==> src/rtl/router_input_port_if.sv <==
// router_input_port_if: link bundle for one NoC router input port
//   slave : the input port itself (takes rx/data_i/grant_i/credit_i, drives the rest)
//   master: the surrounding neighbour link, arbiter and crossbar
//   rx/data_i/credit_o   upstream flit link with credit back-pressure
//   req_o/grant_i        one-hot route request {LOCAL,SOUTH,NORTH,WEST,EAST} and grant
//   release_o            path-free pulse at end of packet
//   tx/data_o/credit_i   downstream flit link
//   count_o              buffer occupancy
interface router_input_port_if #(
  parameter int FLIT_WIDTH   = 16,
  parameter int BUFFER_DEPTH = 16
);
  localparam int CW = $clog2(BUFFER_DEPTH) + 1;
  logic                  rx;
  logic [FLIT_WIDTH-1:0] data_i;
  logic                  credit_o;
  logic [4:0]            req_o;
  logic                  grant_i;
  logic                  release_o;
  logic                  tx;
  logic [FLIT_WIDTH-1:0] data_o;
  logic                  credit_i;
  logic [CW-1:0]         count_o;
  modport master(output rx, data_i, grant_i, credit_i,
                 input credit_o, req_o, release_o, tx, data_o, count_o);
  modport slave(input rx, data_i, grant_i, credit_i,
                output credit_o, req_o, release_o, tx, data_o, count_o);
endinterface

==> src/rtl/router_input_port.sv <==
// router_input_port: credit-based NoC input port; buffers flits, XY-routes the header, forwards a packet
//   clock, reset  sole clock; asynchronous active-high reset
//   p (slave)     flit link in/out, route request/grant/release, occupancy
module router_input_port #(
  parameter int                    FLIT_WIDTH   = 16,
  parameter int                    BUFFER_DEPTH = 16,
  parameter logic [FLIT_WIDTH-1:0] ADDRESS      = '0
) (
  input logic          clock,
  input logic          reset,
  router_input_port_if.slave p
);
  localparam int AW = $clog2(BUFFER_DEPTH);
  localparam int HW = FLIT_WIDTH / 2;
  typedef enum logic [2:0] {IDLE, ROUTE, WAIT_GRANT, SEND_HDR, SEND_SIZE, SEND_PAYLOAD, DONE} state_t;
  state_t                state;
  logic [FLIT_WIDTH-1:0] mem [BUFFER_DEPTH];
  logic [AW-1:0]         wr_ptr, rd_ptr;
  logic [AW:0]           count;
  logic [FLIT_WIDTH-1:0] remaining;
  logic [HW-1:0]         dx, dy;
  logic [4:0]            route;
  logic                  full, empty, sending, wr, rd, last;
  // depth is a power of two, so the occupancy MSB alone marks full
  assign full       = count[AW];
  assign empty      = count == '0;
  assign sending    = state == SEND_HDR || state == SEND_SIZE || state == SEND_PAYLOAD;
  assign p.credit_o = !reset && !full;
  assign p.tx       = sending && !empty;
  assign p.data_o   = mem[rd_ptr];
  assign p.count_o  = count;
  assign wr         = p.rx && p.credit_o;
  assign rd         = p.tx && p.credit_i;
  assign dx         = p.data_o[FLIT_WIDTH-1:HW];
  assign dy         = p.data_o[HW-1:0];
  assign route      = dx > ADDRESS[FLIT_WIDTH-1:HW] ? 5'b00001 :
                      dx < ADDRESS[FLIT_WIDTH-1:HW] ? 5'b00010 :
                      dy > ADDRESS[HW-1:0]          ? 5'b00100 :
                      dy < ADDRESS[HW-1:0]          ? 5'b01000 : 5'b10000;
  // final flit of the packet leaves this cycle: a zero size flit, or the payload flit read at counter 1
  assign last       = rd && (state == SEND_SIZE ? p.data_o == '0 :
                             state == SEND_PAYLOAD && remaining == FLIT_WIDTH'(1));
  always_ff @(posedge clock)
    if (wr) mem[wr_ptr] <= p.data_i;
  always_ff @(posedge clock or posedge reset)
    if (reset) begin
      wr_ptr <= '0;
      rd_ptr <= '0;
      count  <= '0;
    end else begin
      if (wr) wr_ptr <= wr_ptr + 1'b1;
      if (rd) rd_ptr <= rd_ptr + 1'b1;
      count <= count + {{AW{1'b0}}, wr} - {{AW{1'b0}}, rd};
    end
  always_ff @(posedge clock or posedge reset)
    if (reset) begin
      state       <= IDLE;
      p.req_o     <= '0;
      p.release_o <= 1'b0;
      remaining   <= '0;
    end else begin
      p.release_o <= 1'b0;
      case (state)
        IDLE:         if (!empty) state <= ROUTE;
        ROUTE:        begin p.req_o <= route; state <= WAIT_GRANT; end
        WAIT_GRANT:   if (p.grant_i) state <= SEND_HDR;
        SEND_HDR:     if (rd) state <= SEND_SIZE;
        SEND_SIZE:    if (rd) begin remaining <= p.data_o; state <= SEND_PAYLOAD; end
        SEND_PAYLOAD: if (rd) remaining <= remaining - 1'b1;
        default:      state <= IDLE;
      endcase
      // request drops together with the release pulse so the arbiter sees the path freed in DONE
      if (last) begin
        state       <= DONE;
        p.req_o     <= '0;
        p.release_o <= 1'b1;
      end
    end
endmodule
==> src/flat_wrapper.sv <==
// flat-port wrapper written by rule: the top's interface ports become plain ports
module router_input_port_flat 
#(
  parameter int                    FLIT_WIDTH   = 16,
  parameter int                    BUFFER_DEPTH = 16,
  parameter logic [FLIT_WIDTH-1:0] ADDRESS      = '0
)
  (clock, reset, p_rx, p_data_i, p_grant_i, p_credit_i, p_credit_o, p_req_o, p_release_o, p_tx, p_data_o, p_count_o);
  router_input_port_if #(.FLIT_WIDTH(FLIT_WIDTH), .BUFFER_DEPTH(BUFFER_DEPTH)) p_i ();
  input logic clock;
  input logic reset;
  input wire logic [$bits(p_i.rx)-1:0] p_rx;
  input wire logic [$bits(p_i.data_i)-1:0] p_data_i;
  input wire logic [$bits(p_i.grant_i)-1:0] p_grant_i;
  input wire logic [$bits(p_i.credit_i)-1:0] p_credit_i;
  output wire logic [$bits(p_i.credit_o)-1:0] p_credit_o;
  output wire logic [$bits(p_i.req_o)-1:0] p_req_o;
  output wire logic [$bits(p_i.release_o)-1:0] p_release_o;
  output wire logic [$bits(p_i.tx)-1:0] p_tx;
  output wire logic [$bits(p_i.data_o)-1:0] p_data_o;
  output wire logic [$bits(p_i.count_o)-1:0] p_count_o;
  assign p_i.rx = p_rx;
  assign p_i.data_i = p_data_i;
  assign p_i.grant_i = p_grant_i;
  assign p_i.credit_i = p_credit_i;
  assign p_credit_o = p_i.credit_o;
  assign p_req_o = p_i.req_o;
  assign p_release_o = p_i.release_o;
  assign p_tx = p_i.tx;
  assign p_data_o = p_i.data_o;
  assign p_count_o = p_i.count_o;
  router_input_port #(.FLIT_WIDTH(FLIT_WIDTH), .BUFFER_DEPTH(BUFFER_DEPTH), .ADDRESS(ADDRESS)) u_core (.clock(clock), .reset(reset), .p(p_i));
endmodule
==> config.mk <==
export PLATFORM = sky130hd
export DESIGN_NAME = router_input_port_flat
export DESIGN_NICKNAME = d
export VERILOG_FILES = /design/src/rtl/router_input_port_if.sv /design/src/rtl/router_input_port.sv /design/src/flat_wrapper.sv
export SDC_FILE = /design/constraint.sdc
export NUM_CORES = 1
export LEC_CHECK = 0
export ABC_AREA = 1
export CAP_MARGIN = 15
export CORE_MARGIN = 2
export CORE_UTILIZATION = 50
export CTS_CLUSTER_SIZE = 40
export DETAILED_ROUTE_END_ITERATION = 16
export GPL_ROUTABILITY_DRIVEN = 1
export PLACE_DENSITY_LB_ADDON = 0.25
export SYNTH_ARGS = -nofsm -noshare
export SYNTH_HDL_FRONTEND = slang
export SYNTH_SLANG_ARGS = --single-unit
==> constraint.sdc <==
create_clock -name clock -period 4.54 [get_ports clock]
set_clock_uncertainty 0.05 [all_clocks]
set_input_delay 0.454 -clock clock [delete_from_list [all_inputs] [get_ports clock]]
set_output_delay 0.454 -clock clock [all_outputs]
set_load 0.005 [all_outputs]
==> results.py <==
metrics = {
    "status": {
        "status": "finished, final reports clean",
    },
    "synthesis": {
        "synth_area_per_cell_um2": 10.6,
        "synth-edff-count": 256,
        "synthFlopType": "edfxtp_1",
        "netlist_instances": 1193,
        "synth_seq_area_share_pct": 67.6,
        "synth_compound_area_share_pct": 5.24,
        "muxShareOfSynthArea_pct": 0,
        "synth_simple_gate_area_share_pct": 19.9,
        "async_flop_share_pct": 12.3,
        "synth_area_um2": 12700,
        "synth-seq-cells": 292,
        "synth-xor-area-share_pct": 0.827,
        "yosys_warnings": 0,
        "synthAdderAreaFrac_pct": 1.44,
        "synth_cell_types": 41,
        "synth_top_family_by_area": "simple AND/OR/NAND/NOR gates",
    },
    "global_route": {
        "antenna_found_initial": 0,
        "grt_pass1_wl_um": 47100,
        "grt_pass1_vias": 8281,
        "grt_max_degree": 147,
        "overflow": 0,
        "grt_usage_pct": 23.5,
    },
    "setup_path": {
        "slowest_delay_ps": 540,
        "cp-start-kind": "register",
        "crit_chain": "inv_2, buf_4, o211ai_1, nand3_1, nand2_1, nand2_1, clkdlybuf4s50_1",
        "crit_top_cell": "nand2_1",
        "critPathCaptureType": "output pin",
        "cp_max_fo": 33,
        "cp.buffers_inverters": 3,
        "worstSetupPathType": "register to output pin",
        "required_ps": 4040,
        "slowest_stage": "clkdlybuf4s50_1",
        "crit_arrival_ps": 3020,
        "cpLargestDelayFamily": "buffers and inverters",
    },
    "cells_and_area": {
        "drive_gt1_share_pct": 8.18,
        "design_area_um2": 14500,
        "final_common_cell": "nand2_1",
        "nNetsFinal": 1283,
        "antenna_cells": 0,
        "fill_cells": 2041,
        "seq_area_um2": 8590,
        "syn_to_final_growth_pct": 14.3,
        "layout_common_cells": "nand2_1 (360), edfxtp_1 (256), nor2_1 (143)",
        "layout.cells.non_filler": 1602,
        "multi_input_area_um2": 3540,
    },
    "die": {
        "dieWidth_um": 163,
        "core_area_um2": 25000,
        "start_util_pct": 50.7,
        "core.rowCount": 58,
        "die_y_um": 163,
        "design.portCount": 50,
        "die-area_um2": 26700,
    },
    "cts": {
        "clkLatencyLatePin_ps": 550,
        "h-tree-depth": 1,
        "cts.sinks": 292,
        "path_clk_slew_ps": 60,
        "cts_resized": 0,
        "post_cts_buffers": 0,
        "holdBufCountCts": 0,
        "clk_path_buf_depth": 3,
        "tritoncts": "built",
        "root_buffer": "clkbuf_16",
        "tritoncts.num_buffers": 30,
    },
    "placed_design": {
        "dp_cells": 1546,
        "dp_slack_ps": 1290,
        "hpwl_um": 17600,
        "placed_cell_area_um2": 13600,
        "io_buffers": 47,
        "gp_congestion": 0.818,
    },
    "route": {
        "routedWlPerCell_um": 19.1,
        "drt_iter0_drc": 887,
        "ant_nets": 0,
        "vias": 8620,
        "wirelength_um": 30600,
        "drc": 0,
        "firstDrtPassIters": 5,
        "viasPerCell": 5.38,
    },
    "timing": {
        "setup_ws_ps": 1010,
        "hold_viol_final": 0,
        "max_freq_mhz": 284,
        "tns_ps": 0,
        "worstMarginPinSlew_ps": 879,
        "rsz0062_at_grt": "no",
        "period_minus_slack_ps": 3530,
        "setup_violations": 0,
        "min_period_over_period_pct": 77.6,
        "slew_headroom_pct": 41.1,
        "drv_slew": 0,
    },
    "power_and_ir_drop": {
        "powerDensity_nw_per_um2": 639,
        "leakagePower_nw": 5.59,
        "total_power_mw": 9.28,
        "vdd_drop_max_v": 0.000462,
    },
    "job": {
        "cap_violations": 0,
    },
    "hold_path": {
        "hold_path.class": "primary input to async pin",
    },
}
state kept, by name, summed over array words and instances, names as in the netlist:
| name | flops |
|---|---|
| u_core.mem | 256 |
| u_core.p.req_o | 3 |
| u_core.p.release_o | 1 |
| u_core.remaining | 16 |
| u_core.rd_ptr | 4 |
| u_core.wr_ptr | 4 |
| u_core.state | 3 |
| u_core.p.count_o | 5 |
power breakdown:
group	internal (mW)	switching, mW
logic	1.23	2.32
clock network	1.44	0.979
registers	3.15	0.170
total	5.82	3.47
worst register-to-register path, delay by kind of cell, from the launching register on:
family	cells	cell delay, ps
buf+inv	7	980
xor+xnor	1	160
fa+ha+maj	3	810
compound gates	2	460
flops	1	420
simple gates	3	320
synthesized netlist by cell type, types with 4 or more instances:
master    instances  share of area (%)
a21oi_1          46                1.8
buf_2            22               0.87
buf_4             5               0.30
buf_6            12                1.1
clkbuf_1         14               0.41
dfrtp_1          36                7.1
edfxtp_1        256                 61
ha_1             13                1.3
inv_1            68                2.0
inv_2             7               0.21
nand2_1         360                 11
nand2_2           4               0.20
nand3_1          82                3.2
nand4_1           6               0.30
nor2_1          157                4.6
nor3_1            5               0.20
o211ai_1          8               0.47
o21ai_0          48                1.9
o21ai_1           4               0.16
o22ai_1           5               0.25
xnor2_1           4               0.28
xor2_1            8               0.55
layout make-up:
| type | count | share of cell area, % |
|---|---|---|
| Multi-Input combinational cell | 772 | 24.4 |
| Clock buffer | 45 | 5.77 |
| Inverter | 76 | 1.97 |
| Tap cell | 330 | 2.84 |
| Sequential cell | 292 | 59.2 |
| Clock inverter | 11 | 0.870 |
| Timing Repair Buffer | 76 | 5.00 |
kinds of logic (layout without fill, tap and decap cells):
kind of cell,count (synthesis),after routing
and+or+nand+nor,625,625
adders and majority gates,14,14
other,1,2
AOI/OAI and AO/OA,119,119
buffers and inverters,130,208
xor gates and xnor gates,12,12
DFF,292,292
final timing paths:
path,startpoint,end,slack [ps],cells past startpoint
worst max register to register,u_core.state[2],u_core.p.count_o[4],1250,16
min in group clock,u_core.p.req_o[4],u_core.p.req_o[4],480,2
worst max-delay path,u_core.rd_ptr[1],p_data_o[11],1010,7
max in group asynchronous,reset,u_core.rd_ptr[0],3770,3
worst min-delay path,reset,u_core.p.count_o[3],300,3
worst min register to register,u_core.p.req_o[4],u_core.p.req_o[4],480,2
through the flow:
stage / util, % / hold slack, ps
after floorplan: - / 437
after global placement: 54.1 / 461
after detailed placement: 54.1 / 464
after CTS: 58.0 / 317
after global routing: 58.0 / 366
final: 58.0 / 299
per-layer routing:
| metal | track usage [%] | wire [µm] |
|---|---|---|
| met5 | 0 | 0 |
| met4 | 7.32 | 728 |
| met3 | 3.15 | 1910 |
| met2 | 38.6 | 14700 |
| met1 | 32.9 | 13300 |
Note: power is estimated with default switching activity, not from simulation.
